--- config.mk ---
export PLATFORM = sky130hd
export DESIGN_NAME = vga_frame_scheduler_flat
export DESIGN_NICKNAME = d
export VERILOG_FILES = /design/src/rtl/vga_frame_scheduler_if.sv /design/src/rtl/vga_frame_scheduler.sv /design/src/flat_wrapper.sv
export SDC_FILE = /design/constraint.sdc
export NUM_CORES = 1
export LEC_CHECK = 0
export ABC_AREA = 1
export BUFFER_PORTS_ARGS = -buffer_cell sky130_fd_sc_hd__buf_2
export CORE_UTILIZATION = 59
export DETAILED_ROUTE_END_ITERATION = 10
export GPL_TIMING_DRIVEN = 0
export PLACE_DENSITY = 0.84
export SYNTH_ARGS = -nofsm -noshare
export SYNTH_HDL_FRONTEND = slang
export SYNTH_SLANG_ARGS = --single-unit
--- constraint.sdc ---
create_clock -name pixelClk -period 6.1 [get_ports pixelClk]
set_clock_uncertainty 0.1 [all_clocks]
set_input_delay 0.305 -clock pixelClk [delete_from_list [all_inputs] [get_ports pixelClk]]
set_output_delay 0.305 -clock pixelClk [all_outputs]
set_load 0.01 [all_outputs]
--- src/rtl/vga_frame_scheduler_if.sv ---
// Signal bundle between the VGA frame scheduler and its neighbours:
// mode controls, life-engine handshake, raster decodes and bank select.
interface vga_frame_scheduler_if;
  logic        run;
  logic [7:0]  genDivider;
  logic        stepReq;
  logic        engineDone;
  logic        clrOverrun;
  logic [11:0] hCount;
  logic [11:0] vCount;
  logic        hSync;
  logic        vSync;
  logic        videoOn;
  logic        frameStart;
  logic        engineStart;
  logic        engineBusy;
  logic        displayBank;
  logic        bufferSwap;
  logic        overrun;

  modport master (
    input  run, genDivider, stepReq, engineDone, clrOverrun,
    output hCount, vCount, hSync, vSync, videoOn, frameStart,
           engineStart, engineBusy, displayBank, bufferSwap, overrun
  );

  modport slave (
    output run, genDivider, stepReq, engineDone, clrOverrun,
    input  hCount, vCount, hSync, vSync, videoOn, frameStart,
           engineStart, engineBusy, displayBank, bufferSwap, overrun
  );
endinterface

--- src/rtl/vga_frame_scheduler.sv ---
// VGA raster timing plus Game-of-Life generation scheduling; the front/back
// bank flips only at the start of vertical blanking.
module vga_frame_scheduler #(
  parameter int unsigned H_VISIBLE = 640,
  parameter int unsigned H_FRONT   = 16,
  parameter int unsigned H_SYNC    = 96,
  parameter int unsigned H_BACK    = 48,
  parameter int unsigned V_VISIBLE = 480,
  parameter int unsigned V_FRONT   = 10,
  parameter int unsigned V_SYNC    = 2,
  parameter int unsigned V_BACK    = 33
) (
  input logic                   pixelClk,
  input logic                   rstN,
  vga_frame_scheduler_if.master bus
);
  localparam int unsigned H_TOTAL = H_VISIBLE + H_FRONT + H_SYNC + H_BACK;
  localparam int unsigned V_TOTAL = V_VISIBLE + V_FRONT + V_SYNC + V_BACK;
  localparam logic [11:0] H_LAST   = 12'(H_TOTAL - 1);
  localparam logic [11:0] V_LAST   = 12'(V_TOTAL - 1);
  localparam logic [11:0] H_VIS    = 12'(H_VISIBLE);
  localparam logic [11:0] V_VIS    = 12'(V_VISIBLE);
  localparam logic [11:0] HS_FIRST = 12'(H_VISIBLE + H_FRONT);
  localparam logic [11:0] HS_LAST  = 12'(H_VISIBLE + H_FRONT + H_SYNC - 1);
  localparam logic [11:0] VS_FIRST = 12'(V_VISIBLE + V_FRONT);
  localparam logic [11:0] VS_LAST  = 12'(V_VISIBLE + V_FRONT + V_SYNC - 1);

  localparam logic [1:0] IDLE      = 2'd0;
  localparam logic [1:0] COMPUTE   = 2'd1;
  localparam logic [1:0] SWAP_WAIT = 2'd2;

  logic [11:0] hCnt, vCnt;
  logic        hSyncR, vSyncR, videoOnR, frameStartR;
  logic [7:0]  frameCnt;
  logic [7:0]  divEff;
  logic        divHit;
  logic        due;
  logic [1:0]  state, stateNext;
  logic        engineStartR, engineBusyR, displayBankR, bufferSwapR, overrunR;
  logic        vblankEvent;

  assign vblankEvent = (hCnt == '0) && (vCnt == V_VIS);
  assign divEff      = (bus.genDivider == '0) ? 8'd1 : bus.genDivider;
  assign divHit      = ({1'b0, frameCnt} + 9'd1) >= {1'b0, divEff};

  always_ff @(posedge pixelClk) begin
    if (!rstN) begin
      hCnt <= '0;
      vCnt <= '0;
    end else if (hCnt == H_LAST) begin
      hCnt <= '0;
      vCnt <= (vCnt == V_LAST) ? '0 : vCnt + 12'd1;
    end else begin
      hCnt <= hCnt + 12'd1;
    end
  end

  always_ff @(posedge pixelClk) begin
    if (!rstN) begin
      hSyncR      <= 1'b1;
      vSyncR      <= 1'b1;
      videoOnR    <= 1'b0;
      frameStartR <= 1'b0;
    end else begin
      hSyncR      <= !((hCnt >= HS_FIRST) && (hCnt <= HS_LAST));
      vSyncR      <= !((vCnt >= VS_FIRST) && (vCnt <= VS_LAST));
      videoOnR    <= (hCnt < H_VIS) && (vCnt < V_VIS);
      frameStartR <= (hCnt == '0) && (vCnt == '0);
    end
  end

  // due is a single-cycle pulse: it either starts a generation or is counted as an overrun
  always_ff @(posedge pixelClk) begin
    if (!rstN) begin
      frameCnt <= '0;
      due      <= 1'b0;
    end else begin
      due <= 1'b0;
      if (!bus.run) begin
        frameCnt <= '0;
        due      <= bus.stepReq;
      end else if (frameStartR) begin
        if (divHit) begin
          frameCnt <= '0;
          due      <= 1'b1;
        end else begin
          frameCnt <= frameCnt + 8'd1;
        end
      end
    end
  end

  always_comb begin
    stateNext = state;
    case (state)
      IDLE:      if (due)            stateNext = COMPUTE;
      COMPUTE:   if (bus.engineDone) stateNext = SWAP_WAIT;
      SWAP_WAIT: if (vblankEvent)    stateNext = IDLE;
      default:                       stateNext = IDLE;
    endcase
  end

  always_ff @(posedge pixelClk) begin
    if (!rstN) begin
      state        <= IDLE;
      engineStartR <= 1'b0;
      engineBusyR  <= 1'b0;
      displayBankR <= 1'b0;
      bufferSwapR  <= 1'b0;
      overrunR     <= 1'b0;
    end else begin
      state        <= stateNext;
      engineBusyR  <= (stateNext != IDLE);
      engineStartR <= (state == IDLE) && due;
      bufferSwapR  <= (state == SWAP_WAIT) && vblankEvent;
      if ((state == SWAP_WAIT) && vblankEvent)
        displayBankR <= ~displayBankR;
      if (due && (state != IDLE))
        overrunR <= 1'b1;
      else if (bus.clrOverrun)
        overrunR <= 1'b0;
    end
  end

  assign bus.hCount      = hCnt;
  assign bus.vCount      = vCnt;
  assign bus.hSync       = hSyncR;
  assign bus.vSync       = vSyncR;
  assign bus.videoOn     = videoOnR;
  assign bus.frameStart  = frameStartR;
  assign bus.engineStart = engineStartR;
  assign bus.engineBusy  = engineBusyR;
  assign bus.displayBank = displayBankR;
  assign bus.bufferSwap  = bufferSwapR;
  assign bus.overrun     = overrunR;
endmodule
--- src/flat_wrapper.sv ---
// flat-port wrapper written by rule: the top's interface ports become plain ports
module vga_frame_scheduler_flat 
#(
  parameter int unsigned H_VISIBLE = 640,
  parameter int unsigned H_FRONT   = 16,
  parameter int unsigned H_SYNC    = 96,
  parameter int unsigned H_BACK    = 48,
  parameter int unsigned V_VISIBLE = 480,
  parameter int unsigned V_FRONT   = 10,
  parameter int unsigned V_SYNC    = 2,
  parameter int unsigned V_BACK    = 33
)
  (pixelClk, rstN, bus_run, bus_genDivider, bus_stepReq, bus_engineDone, bus_clrOverrun, bus_hCount, bus_vCount, bus_hSync, bus_vSync, bus_videoOn, bus_frameStart, bus_engineStart, bus_engineBusy, bus_displayBank, bus_bufferSwap, bus_overrun);
  vga_frame_scheduler_if bus_i ();
  input logic pixelClk;
  input logic rstN;
  input wire logic [$bits(bus_i.run)-1:0] bus_run;
  input wire logic [$bits(bus_i.genDivider)-1:0] bus_genDivider;
  input wire logic [$bits(bus_i.stepReq)-1:0] bus_stepReq;
  input wire logic [$bits(bus_i.engineDone)-1:0] bus_engineDone;
  input wire logic [$bits(bus_i.clrOverrun)-1:0] bus_clrOverrun;
  output wire logic [$bits(bus_i.hCount)-1:0] bus_hCount;
  output wire logic [$bits(bus_i.vCount)-1:0] bus_vCount;
  output wire logic [$bits(bus_i.hSync)-1:0] bus_hSync;
  output wire logic [$bits(bus_i.vSync)-1:0] bus_vSync;
  output wire logic [$bits(bus_i.videoOn)-1:0] bus_videoOn;
  output wire logic [$bits(bus_i.frameStart)-1:0] bus_frameStart;
  output wire logic [$bits(bus_i.engineStart)-1:0] bus_engineStart;
  output wire logic [$bits(bus_i.engineBusy)-1:0] bus_engineBusy;
  output wire logic [$bits(bus_i.displayBank)-1:0] bus_displayBank;
  output wire logic [$bits(bus_i.bufferSwap)-1:0] bus_bufferSwap;
  output wire logic [$bits(bus_i.overrun)-1:0] bus_overrun;
  assign bus_i.run = bus_run;
  assign bus_i.genDivider = bus_genDivider;
  assign bus_i.stepReq = bus_stepReq;
  assign bus_i.engineDone = bus_engineDone;
  assign bus_i.clrOverrun = bus_clrOverrun;
  assign bus_hCount = bus_i.hCount;
  assign bus_vCount = bus_i.vCount;
  assign bus_hSync = bus_i.hSync;
  assign bus_vSync = bus_i.vSync;
  assign bus_videoOn = bus_i.videoOn;
  assign bus_frameStart = bus_i.frameStart;
  assign bus_engineStart = bus_i.engineStart;
  assign bus_engineBusy = bus_i.engineBusy;
  assign bus_displayBank = bus_i.displayBank;
  assign bus_bufferSwap = bus_i.bufferSwap;
  assign bus_overrun = bus_i.overrun;
  vga_frame_scheduler #(.H_VISIBLE(H_VISIBLE), .H_FRONT(H_FRONT), .H_SYNC(H_SYNC), .H_BACK(H_BACK), .V_VISIBLE(V_VISIBLE), .V_FRONT(V_FRONT), .V_SYNC(V_SYNC), .V_BACK(V_BACK)) u_core (.pixelClk(pixelClk), .rstN(rstN), .bus(bus_i));
endmodule
Word-level counts from Yosys, hierarchy flattened --
Cells that the tools add are included.
Operators by class: add/sub/neg operators 4, order comparisons 7, equal/unequal tests 5, muxes and demuxes 12, bitwise logic cells 2, reduce and logical (&&, ||, !) cells 19
Operator list (number):
- adder 12 x 1 -> 12 bit (second input constant) | 2
- equality test 12 x 10 -> 1 bit (second input constant) | 2
- zero test 12 bit | 2
- two-way mux 8 bit | 2
- equality test 12 x 9 -> 1 bit (second input constant) | 1
- >= comparator 12 x 10 -> 1 bit (second input constant) | 1
- >= comparator 12 x 9 -> 1 bit (second input constant) | 1
- less-or-equal comparator 12 x 10 -> 1 bit (second input constant) | 1
- less-or-equal comparator 12 x 9 -> 1 bit (second input constant) | 1
- < comparator 12 x 10 -> 1 bit (second input constant) | 1
- < comparator 12 x 9 -> 1 bit (second input constant) | 1
- two-way mux 12 bit | 1
- adder 8 x 1 -> 9 bit (second input constant) | 1
- >= comparator 9 x 8 -> 1 bit | 1
- adder 8 x 1 -> 8 bit (second input constant) | 1
- logical AND 1 bit | 8
- zero test 8 bit | 1
- two-way mux 2 bit | 3
- case mux 2 bit (3 select lines) | 1
- nonzero test 2 bit | 3
- two-way mux 1 bit | 5
- equality test 2 x 1 -> 1 bit (second input constant) | 1
- equality test 2 bit (second input constant) | 1
- zero test 1 bit | 2
- other kinds (4) | 5
Word-level totals: register bits 44, bits of input ports 14, output and inout port bits 33, logic and storage cells 63

Depth between registers and ports, before layout --
word-level depth 6, gate-level depth with buffers 16, depth with buffers taken out 16

Worst setup path after synthesis --
Ideal clock, no wire load.
path type reg-to-reg, from register u_core.frameCnt[0], to register u_core.due, arrival time 1892 ps, data required time 5868 ps, setup slack 3975 ps, cell stages (with the launch flop) 15, buffers on the path 0, cells stage by stage dfxtp_1 -> ha_1 -> nand3_1 -> nor2_1 -> xor2_1 -> inv_1 -> ha_1 -> nand2_1 -> inv_1 -> nand2_1 -> nand2_1 -> nand2_1 -> nand2_1 -> nand2_1 -> a21oi_1
Between the ends: longest elaborated chain between the ends 5
Ends and longest elaborated chain:
- start, declared | RTL line vga_frame_scheduler.sv:34 | logic [7:0] frameCnt;
- start signal, assigned | RTL line vga_frame_scheduler.sv:87 | frameCnt <= frameCnt + 8'd1;
- adder 8 x 1 -> 9 bit | RTL line vga_frame_scheduler.sv:44 | assign divHit = ({1'b0, frameCnt} + 9'd1) >= {1'b0, divEff};
- >= comparator 9 x 8 -> 1 bit | RTL line vga_frame_scheduler.sv:44
- two-way mux 1 bit | RTL line vga_frame_scheduler.sv:83 | if (divHit) begin
- two-way mux 1 bit | RTL line vga_frame_scheduler.sv:82 | end else if (frameStartR) begin
- two-way mux 1 bit | RTL line vga_frame_scheduler.sv:79 | if (!bus.run) begin
- end signal, assigned | RTL line vga_frame_scheduler.sv:81 | due <= bus.stepReq;
- end, declared | RTL line vga_frame_scheduler.sv:37 | logic due;
No other way between the ends. A chain may end at the register's enable or synchronous reset.

Worst setup path in the final report --
from register u_core.frameCnt[0], to register u_core.frameCnt[3]
Between the ends: longest elaborated chain between the ends 3, elaborated cells between the ends (all ways) 4, those cells by class add/sub (2); order compare (1); mux (1)
Ends and longest elaborated chain (RTL line):
- adder 8 x 1 -> 9 bit | vga_frame_scheduler.sv:44
- >= comparator 9 x 8 -> 1 bit | vga_frame_scheduler.sv:44
- two-way mux 8 bit * | vga_frame_scheduler.sv:83
Mark *: on every way between the ends. The rest lies on a longest branch, timed or not.

==> results_dict.tcl <==
set metrics [dict create \
    synthFlopType "dfxtp_1" \
    fin_crit_ns 2.46 \
    fin_tns_setup_ns 0 \
    drtIter0Drc 167 \
    final_cell_mix "nand2_1, inv_1, buf_2" \
    p_leak_nw 1.42 \
    crit_type "reg -> reg" \
    cp_data_required_time_ns 6.22 \
    drc 0 \
    cp-start-kind "flop" \
    switching_power_uw 132 \
    setup_viol 0 \
    grt_use_total 0.262 \
    ys_types 37 \
    hpwlAfterDp_microns 4120 \
    tightest_slew_ns 0.530 \
    antenna_found_initial 0 \
    grt_pass1_vias 2205 \
    drt-pass1-iter-count 4 \
    die_width_microns 67.0 \
    hold_class "in -> reg" \
    fmax_mhz 406 \
    num_vias 2511 \
    grt_max_degree 15 \
    utilization 0.730 \
    postRouteAntennaNets 0 \
    clock-sinks 44 \
    synth_edf_count 0 \
    postCtsHoldBufs 0 \
    p_clk_frac 0.481 \
    gp_congestion 0.914 \
    peakVddDrop_uv 146 \
    rsz0062_at_grt "false" \
    yosysWarnings 0 \
    worstSetupEndpointType "flop" \
    via_per_inst 5.39 \
    port_buffers 45 \
    clk_latency_ns 0.30 \
    final_common_cell "nand2_1" \
    drt_wl_total_microns 5530 \
    p_per_area_mw_per_mm2 219 \
    clk_pin_slew_ns 0.09 \
    path_max_fanout 9 \
    cts_tree "done" \
    synth_nets 390 \
    p_seq_frac 0.459 \
    synthToLayoutAreaGrowth_pct 17.9 \
    sw_frac_of_total 0.205 \
    grt_first_pass_wirelength_microns 8980 \
    clock-root-buffer "clkbuf_8" \
    core-area_sq_mm 0.00403 \
    dieArea_sq_mm 0.00449 \
    cts_setup_buffers 0 \
    diodes 0 \
    slew_headroom 0.644 \
    status "finished clean" \
    drv_slew 0 \
    ctsResizeCount 0 \
    comb_power_share 0.060 \
    mappedNetlistArea_sq_mm 0.00249 \
    die_height_microns 67.0 \
    period_share 0.403 \
    p_int_uw 511 \
    maxCapViolCount 0 \
    syn_inst 363 \
    clk_path_buf_depth 2 \
    initial_core_util 0.619 \
    route.detailed.wl_per_inst_microns 11.9 \
    holdWs_ns 0.140 \
    ios 47 \
    synth-seq-area-share 0.353 \
    worstPathArrival_ns 2.58 \
    ys_ff_latch 44 \
    avgSynthCellArea_sq_um 6.87 \
    drive_gt1_frac 0.166 \
    nNetsFinal 442 \
    async_flop_share 0 \
    numCtsBuffers 5 \
    nFillCells 338 \
    hold_viol_final 0 \
    grt-ovfl-total 0 \
    htreeDepth 2 \
    rows 23 \
]
==> power by group through the flow <==
stage	Combinational (mW)	Clock, mW	Sequential (mW)
3_5_place_dp	0.0384	0	0.302
6_report	0.0384	0.309	0.295
4_1_cts	0.0388	0.310	0.295
5_1_grt	0.0438	0.321	0.296
2_1_floorplan	0.0232	0	0.303
3_3_place_gp	0.0374	0	0.302
==> flip-flops by register name (all words and copies together) (netlist names) <==
register	cells
u_core.bus.vCount	12
u_core.bus.engineBusy	1
u_core.bus.hCount	12
u_core.bus.overrun	1
u_core.bus.vSync	1
u_core.state	2
u_core.bus.frameStart	1
u_core.bus.displayBank	1
u_core.frameCnt	8
u_core.bus.engineStart	1
u_core.bus.bufferSwap	1
u_core.bus.hSync	1
u_core.due	1
u_core.bus.videoOn	1
==> worst paths after layout <==
| kind | slack, ns | endpoint | cells after the start | start |
|---|---|---|---|---|
| worst max-delay path | 3.64 | u_core.frameCnt[3]$_SDFFE_PN0P_ | 13 | u_core.frameCnt[0]$_SDFFE_PN0P_ |
| worst min-delay path | 0.14 | u_core.bus.overrun$_SDFFE_PN0P_ | 4 | bus_clrOverrun |
| worst max register to register | 3.64 | u_core.frameCnt[3]$_SDFFE_PN0P_ | 13 | u_core.frameCnt[0]$_SDFFE_PN0P_ |
| worst min register to register | 0.36 | u_core.bus.overrun$_SDFFE_PN0P_ | 2 | u_core.bus.overrun$_SDFFE_PN0P_ |
==> cell families (layout without fill, tap and decap cells) <==
| kind of cell | after synthesis | after routing | synth area share |
|---|---|---|---|
| AOI/OAI and AO/OA | 47 | 47 | 0.107 |
| xor gates and xnor gates | 9 | 9 | 0.0316 |
| adders and majority gates | 13 | 13 | 0.0652 |
| and+or+nand+nor | 183 | 183 | 0.338 |
| DFF | 44 | 44 | 0.353 |
| buffers and inverters | 67 | 120 | 0.105 |
==> synthesized netlist by cell type, types with 2 or more instances <==
cell / number / area [sq um]
nand2_1: 77 / 289
inv_1: 59 / 221
dfxtp_1: 44 / 881
nor2_1: 37 / 139
a21oi_1: 28 / 140
nand3_1: 27 / 135
ha_1: 13 / 163
nor3_1: 11 / 55.1
nand4_1: 10 / 62.6
o21ai_0: 8 / 40.0
xor2_1: 7 / 61.3
nand3b_1: 4 / 30.0
nor4_1: 4 / 25.0
clkbuf_1: 3 / 11.3
o22ai_1: 3 / 18.8
inv_2: 2 / 7.51
nor2_2: 2 / 12.5
nor2_4: 2 / 22.5
nor3b_1: 2 / 15.0
or2_2: 2 / 12.5
xnor2_1: 2 / 17.5
==> per-layer routing <==
layer	vias up	global-route usage	part of all wire
li1	1284	-	-
met1	1152	0.320	0.46
met2	71	0.438	0.48
met3	4	0.0548	0.050
met4	0	0.114	0.0072
met5	-	0	0
==> metrics by stage <==
step | setup slack, ns | area (sq um) | instances | total power [mW]
6_report | 3.64 | 2940 | 466 | 0.643
5_1_grt | 3.40 | 2940 | 466 | 0.660
4_1_cts | 3.62 | 2940 | 466 | 0.644
3_5_place_dp | 3.65 | 2780 | 458 | 0.341
3_3_place_gp | 3.67 | 2780 | 458 | 0.339
2_1_floorplan | 3.98 | 2490 | 363 | 0.326
==> worst max-delay path: stages (launching register included) <==
cell     delay [ns]
dfxtp_1        0.41
ha_1           0.21
nand3_1        0.13
nor2_1         0.21
xor2_1         0.23
inv_1          0.07
ha_1           0.31
nand2_1        0.07
inv_1          0.04
nand2_1        0.05
nand2_1        0.04
nand2_1        0.24
nand3_1        0.13
a21oi_1        0.15
==> final cells by class <==
type,count,area [sq um],share of cell area
multi-input cells,252,1350,0.460
clock buffers,5,68.8,0.0234
flip-flops and latches,44,881,0.300
clock inverters,3,90.1,0.0306
well taps,50,62.6,0.0213
plain buffers,5,27.5,0.00936
inverters,62,234,0.0796
repair buffers,45,225,0.0766
Note: power is estimated with default switching activity, not from simulation.
